## src/rtl/count_monitor.sv

```systemverilog
// count_monitor: checks that a sampled up-counter advances by exactly one per
// valid sample (modulo 2^WIDTH). It locks onto the sequence, flags wraps and
// sequence errors as one-cycle pulses, and keeps saturating wrap/error tallies.
//
// Handshake: count_in is qualified by valid alone. There is no backpressure.
// An edge with valid=1 is a sample. An edge with valid=0 leaves prev, the FSM
// and the tallies unchanged and drives both pulses low.
module count_monitor #(
  parameter int WIDTH       = 4,
  parameter int WRAP_W      = 8,
  parameter int ERR_W       = 8,
  parameter int LOCK_CYCLES = 2
) (
  input  logic              clock,
  input  logic              reset,
  input  logic [WIDTH-1:0]  count_in,
  input  logic              valid,
  input  logic              clear,
  output logic              locked,
  output logic              wrap_pulse,
  output logic [WRAP_W-1:0] wrap_count,
  output logic              error_pulse,
  output logic [ERR_W-1:0]  error_count,
  output logic              sticky_error
);

  typedef enum logic [1:0] {
    IDLE    = 2'd0,
    ACQUIRE = 2'd1,
    LOCKED  = 2'd2
  } state_t;

  // Lock target as a 4-bit value. LOCK_CYCLES is limited to 1..15.
  localparam logic [3:0] LOCK_TARGET = 4'(LOCK_CYCLES);

  // state is the FSM register. Checkers can probe it hierarchically.
  state_t           state;
  state_t           state_next;
  logic [WIDTH-1:0] prev;
  logic [WIDTH-1:0] exp_val;
  logic [3:0]       match_cnt;
  logic [3:0]       match_inc;
  logic [3:0]       match_next;
  logic             wrap_event;
  logic             err_event;

  assign exp_val   = prev + WIDTH'(1);
  assign match_inc = match_cnt + 4'd1;

  // Next-state logic: sequence comparison, lock acquisition and event detection.
  always_comb begin
    state_next = state;
    match_next = match_cnt;
    wrap_event = 1'b0;
    err_event  = 1'b0;
    if (valid) begin
      case (state)
        IDLE: begin
          state_next = ACQUIRE;
          match_next = 4'd0;
        end
        ACQUIRE: begin
          if (count_in == exp_val) begin
            match_next = match_inc;
            if (match_inc == LOCK_TARGET) begin
              state_next = LOCKED;
            end
          end else begin
            // A mismatch while acquiring only restarts the lock count.
            match_next = 4'd0;
          end
        end
        LOCKED: begin
          if (count_in == exp_val) begin
            // An all-ones prev followed by the expected value means a wrap to 0.
            if (prev == '1) begin
              wrap_event = 1'b1;
            end
          end else begin
            err_event  = 1'b1;
            match_next = 4'd0;
            state_next = ACQUIRE;
          end
        end
        default: begin
          state_next = IDLE;
          match_next = 4'd0;
        end
      endcase
    end
  end

  // FSM state, last sampled value and lock counter.
  always_ff @(posedge clock) begin
    if (reset) begin
      state     <= IDLE;
      prev      <= '0;
      match_cnt <= 4'd0;
    end else begin
      state     <= state_next;
      match_cnt <= match_next;
      if (valid) begin
        prev <= count_in;
      end
    end
  end

  // Registered lock flag and event pulses. Clear does not affect these.
  always_ff @(posedge clock) begin
    if (reset) begin
      locked      <= 1'b0;
      wrap_pulse  <= 1'b0;
      error_pulse <= 1'b0;
    end else begin
      locked      <= (state_next == LOCKED);
      wrap_pulse  <= wrap_event;
      error_pulse <= err_event;
    end
  end

  // Saturating tallies and sticky error. Clear wins over a same-edge event.
  always_ff @(posedge clock) begin
    if (reset) begin
      wrap_count   <= '0;
      error_count  <= '0;
      sticky_error <= 1'b0;
    end else if (clear) begin
      wrap_count   <= '0;
      error_count  <= '0;
      sticky_error <= 1'b0;
    end else begin
      if (wrap_event && (wrap_count != '1)) begin
        wrap_count <= wrap_count + WRAP_W'(1);
      end
      if (err_event) begin
        sticky_error <= 1'b1;
        if (error_count != '1) begin
          error_count <= error_count + ERR_W'(1);
        end
      end
    end
  end

endmodule

```

## config.mk

```make
export PLATFORM = sky130hd
export DESIGN_NAME = count_monitor
export DESIGN_NICKNAME = d
export VERILOG_FILES = /design/src/rtl/count_monitor.sv
export SDC_FILE = /design/constraint.sdc
export NUM_CORES = 1
export LEC_CHECK = 0
export ABC_AREA = 1
export CAP_MARGIN = 20
export CORE_ASPECT_RATIO = 1.25
export CORE_MARGIN = 1
export CORE_UTILIZATION = 49
export CTS_BUF_LIST = sky130_fd_sc_hd__clkbuf_8
export CTS_CLUSTER_DIAMETER = 200
export CTS_CLUSTER_SIZE = 20
export DETAILED_ROUTE_END_ITERATION = 7
export PLACE_DENSITY_LB_ADDON = 0.25
export SYNTH_ARGS = -nofsm -noshare
export SYNTH_HDL_FRONTEND = slang
export SYNTH_SLANG_ARGS = --single-unit
```

## constraint.sdc

```tcl
create_clock -name clock -period 1.5 [get_ports clock]
set_input_delay 0.45 -clock clock [delete_from_list [all_inputs] [get_ports clock]]
set_output_delay 0.45 -clock clock [all_outputs]
set_load 0.01 [all_outputs]
```

Yosys cells after proc, flatten, opt, wreduce, memory -nomap -nowiden
Index checks and enable logic that the tools add are counted.
{ "classes": {"addsub": 4, "n_mul": 0, "div_mod_pow": 0, "order_cmp": 0, "n_eq_ne": 9, "shift": 0, "n_mux": 15, "bitwise": 0, "n_reduce_logical": 5} }
{ "ops": {"columns": ["operator", "n"], "rows": [
  ["$add A8 B1 Y8 const B", 2],
  ["$ne A8 B8 Y1 const B", 2],
  ["$add A4 B1 Y4 const B", 2],
  ["$mux W2", 4],
  ["$mux W4", 2],
  ["$pmux W4 S2", 1],
  ["$mux W1", 7],
  ["$pmux W2 S3", 1],
  ["$eq A2 B2 Y1 const B", 2],
  ["$eq A4 B2 Y1 const B", 1],
  ["$eq A4 B4 Y1", 1],
  ["$eq A4 B4 Y1 const B", 1],
  ["$reduce_and A2 Y1", 2],
  ["$eq A2 B1 Y1 const B", 1],
  ["$logic_not A2 Y1", 1],
  ["$ne A2 B2 Y1 const B", 1],
  ["$reduce_or A2 Y1", 1],
  ["$logic_and A1 B1 Y1", 1]
]} }
{ "totals": {"ff_bits": 30, "latchBits": 0, "ramBits": 0, "rom_bits": 0, "inputBits": 8, "out_inout_bits": 20, "wordCells": 42, "mem_count": 0} }

Logic depth before layout (Yosys ltp)
{ "logic_depth": {"ltp_word": 7, "ltp_mapped": 13, "mapped_depth_nobuf": 13} }

Worst setup path before layout
Ideal clock, no wire load.
{ "synth_path": {"path_kind": "flip-flop to flip-flop", "from": "register prev[0]", "to": "register wrap_count[5]", "setup_ns": 0.113, "arrival_time_ns": 1.505, "required_ns": 1.387, "setup_slack_ns": -0.117, "stages_incl_launch_ff": 10, "path_buffers": 0, "period_less_slack_ns": 1.617, "cell_sequence": "dfxtp_1 ha_1 xnor2_1 nand2_1 nor2_8 nand4_4 nor2_4 nand2_2 nor2_1 nor2_1"} }
{ "synth_between": {"elab_chain_len": 6, "elab_cells_between_ends": 8, "cone_classes": "add/sub: 1; eq/ne: 2; mux: 4; reduce/logical: 1"} }
{ "synth_rtl": {"columns": ["item", "line", "source"], "rows": [
  ["start: declaration", "39", "logic [WIDTH-1:0] prev;"],
  ["start signal: assignment", "103", "prev <= count_in;"],
  ["$add A4 B1 Y4 / $eq A4 B4 Y1 (equally long branches)", "47, 76", null],
  ["$eq A4 B4 Y1 / $mux W1 (equally long branches)", "74, 76", null],
  ["$mux W1 (*)", "74", "if (count_in == exp_val) begin"],
  ["$mux W1 (*)", "57", "case (state)"],
  ["$mux W1 (*)", "56", "if (valid) begin"],
  ["$logic_and A1 B1 Y1 (*)", "132", "if (wrap_event && (wrap_count != '1)) begin"],
  ["end signal: assignment", "133", "wrap_count <= wrap_count + WRAP_W'(1);"],
  ["end: declaration", "21", "output logic [WRAP_W-1:0] wrap_count,"]
]} }
Every way passes the cells marked *; elsewhere a longest branch is shown, timed or not.
A chain may end at the register's enable or synchronous reset.

Worst setup path after layout
{ "layout_path": {"from": "register prev[1]", "to": "register error_count[2]"} }
{ "layout_between": {"elab_chain_len": 6} }
{ "layout_rtl": {"columns": ["item", "line", "source"], "rows": [
  ["$add A4 B1 Y4", "47", "assign exp_val = prev + WIDTH'(1);"],
  ["$eq A4 B4 Y1", "74", null],
  ["$mux W1", "74", null],
  ["$mux W1", "57", null],
  ["$mux W1", "56", null],
  ["$reduce_and A2 Y1 (no line)", null, null],
  ["end signal: assignment", "138", "error_count <= error_count + ERR_W'(1);"],
  ["end: declaration", "23", "output logic [ERR_W-1:0] error_count,"]
]} }
No other way between the ends.

==> metrics <==
status=complete, but fails checks; failing checks=negative setup slack; Critical Path Sink Type=flop; CP arrival=1850 ps; Leak=0.00112 uW; Final #Nets=307; Synth Area per Inst=7.04 um2; largest net degree at the start of global routing=10; number of synthesized register bits=30; slowest stage delay, CP=between 300 and 400 ps; CP max-delay cell=dfxtp_2; fin crit period=1660 ps; peak fanout along the critical path=8; Worst Path Required=approximately 1700 ps; area growth from synthesis to layout=51.7%; peak supply drop=0.754 mV; number of max-cap violations=0; fin crit share=111%; worst hold start=match_cnt[3]$_SDFFE_PP0P_; Die ar.=between 3000 and 4000 um2; core area=3030 um2; num ports=28; critical path type=reg2reg; P per Cell Area=between 700 and 800 nW/um2; pre-CTS setup slack=-549 ps; syn_nets=243; vias per inst=5.06; final routed DRC violation total=0; reg2reg start=prev[1]$_SDFFE_PP0P_; Inserted Clock Buffers=5; maximum clock path buffer count=2; r2r setup slk=-160 ps; CP delay by family, top=simple AND/OR/NAND/NOR gates; Skew-Pair Late Insertion Delay=290 ps; H-tree level count=2; Starting Density=53.5%; clock slew at reported path FFs=approximately 60 ps; CP bufs+invs=3; Slew Limit Fails=0; Max Freq=601 MHz; Final Util=81.1%; async set or reset register ratio after synthesis=0%; Worst Skew=approximately 4.6 ps; Yosys cell types=27; Worst path depth=12; hpwl dp=2560 um; Die W=53.4 um; ant diodes=0; RePlAce Congestion=between 0.8 and 0.9; Die H=66.3 um; yosys warns=0; EDFF count, synth=0; setup TNS=-2200 ps; worst hold stages=2; total wire length=4000 um; FP Rows=22; Slew headroom=73.9%; Total GRT Usage=24.7%; post-place instance area=2130 um2; Initial DRT Pass Iterations=4; post-synthesis cell area=1620 um2; first-pass GRT wire length=roughly 6400 um; initial DRC count=38; post-synthesis sequential area ratio=between 30% and 40%; total grt overflow=0; port bufs=27; reg-to-reg endpoint=error_count[2]$_SDFFE_PP0P_; CTS Sinks=30; Hold Path End=match_cnt[3]$_SDFFE_PP0P_; Hold Slack=497 ps; reg2reg path depth=12; initial antenna violation count=0; crit path launch type=flop; worst slew pin tran=390 ps; layout cells sized above 1=33.6%; ys flop type=dfxtp_1; count of final hold-check violations=0; CTS tree=done; Synth Instances=230; RSZ-0062 raised after global routing=yes; drt wl/cell=12.1 um; vias in the first global route=1609; total number of vias=1674; setup violators final=25; Finished Cell Area=2460 um2; most frequent cells in the layout=nor2_1, nand2_1, buf_4; root buffer selected by CTS=clkbuf_8; worst setup margin=-164 ps; Hold WC Path Type=reg2reg; worst-path cell chain=buf_4 > buf_4 > nand3_4 > inv_2 > nand2_2 > nand2_4 > nand2_4 > nand2_8 > a21oi_4 > nand3_1 > nand2_1 > nor2_1; Final ANT Viol Nets=0
==> layout make-up <==
| cell class | count | area [um2] |
|---|---|---|
| Fill cell | 213 | 572 |
| Clock buffer | 5 | 68.8 |
| Sequential cell | 30 | 608 |
| Inverter | 30 | 118 |
| Multi-Input combinational cell | 169 | 1080 |
| Tap cell | 36 | 45.0 |
| Clock inverter | 3 | 37.5 |
| Timing Repair Buffer | 58 | 495 |
==> cells by family (layout without fill, tap and decap cells) <==
kind of cell / Yosys count / in the layout / share of synthesized area (%)
and+or+nand+nor: 123 / 124 / 36.4
AOI/OAI and AO/OA: 32 / 32 / 10.8
buffers and inverters: 32 / 96 / 7.50
DFF: 30 / 30 / 37.1
xor gates and xnor gates: 8 / 8 / 4.33
adders and majority gates: 5 / 5 / 3.86
==> what timing repair did <==
| item | CTS | global route |
|---|---|---|
| gates cloned | 1 | 0 |
| resized for setup | 49 | 30 |
| hold buffers | 0 | 0 |
| setup buffers | 3 | 4 |
| pin swaps | 23 | 27 |
| endpoints found under the setup margin | 44 | 26 |
==> metal layers <==
layer  vias to the layer above  track usage [%]  wire length [um]
met3                         9             7.36               157
met1                       781             27.3              1690
met2                        30             41.7              2070
met4                         0             11.8                78
met5                         -                0                 0
li1                        854                -                 -
==> how the worst max path moves through the flow <==
stage                                     from                          end  slack [ps]
final                     prev[1]$_SDFFE_PP0P_  error_count[2]$_SDFFE_PP0P_        -160
after global routing      prev[1]$_SDFFE_PP0P_            locked$_SDFF_PP0_        -280
after CTS                 prev[0]$_SDFFE_PP0P_  error_count[2]$_SDFFE_PP0P_        -140
after detailed placement           count_in[3]  error_count[2]$_SDFFE_PP0P_        -550
after global placement             count_in[0]   wrap_count[5]$_SDFFE_PP0P_        -520
after floorplan           prev[0]$_SDFFE_PP0P_   wrap_count[5]$_SDFFE_PP0P_         -70
==> flip-flops by register name, summed over array words and instances, names as in the netlist <==
name          count
error_count       8
error_pulse       1
locked            1
match_cnt         4
prev              4
state             2
sticky_error      1
wrap_count        8
wrap_pulse        1
==> through the flow <==
step	std cells	power (uW)
floorplan	230	973
global placement	315	1050
detailed placement	315	1050
CTS	327	1860
global route	331	1960
finish	331	1880
==> Yosys cell counts, types with 2 or more instances <==
| cell | instances | share of area, % |
|---|---|---|
| ha_1 | 5 | 3.9 |
| xnor2_1 | 3 | 1.6 |
| xor2_1 | 5 | 2.7 |
| dfxtp_1 | 30 | 37 |
| nor2_2 | 3 | 1.2 |
| nand2_1 | 44 | 10 |
| nor3_1 | 3 | 0.93 |
| nand2_4 | 2 | 1.4 |
| inv_1 | 26 | 6.0 |
| nor2_1 | 40 | 9.3 |
| nor2_4 | 2 | 1.4 |
| nand2_2 | 6 | 2.3 |
| a21oi_1 | 16 | 4.9 |
| nand3_1 | 16 | 4.9 |
| nand4_1 | 2 | 0.77 |
| o21ai_0 | 13 | 4.0 |
| inv_2 | 4 | 0.93 |
==> worst min-delay path: stages, from the launching register on <==
cell	delay, ps
dfxtp_1	330
nand2_1	80
a21oi_2	50
==> power breakdown <==
group          total, uW  switching [uW]  internal, uW
clock network        789             306           483
registers            834            18.6           816
logic                255             144           111
Power figures use the tool's default switching activity.
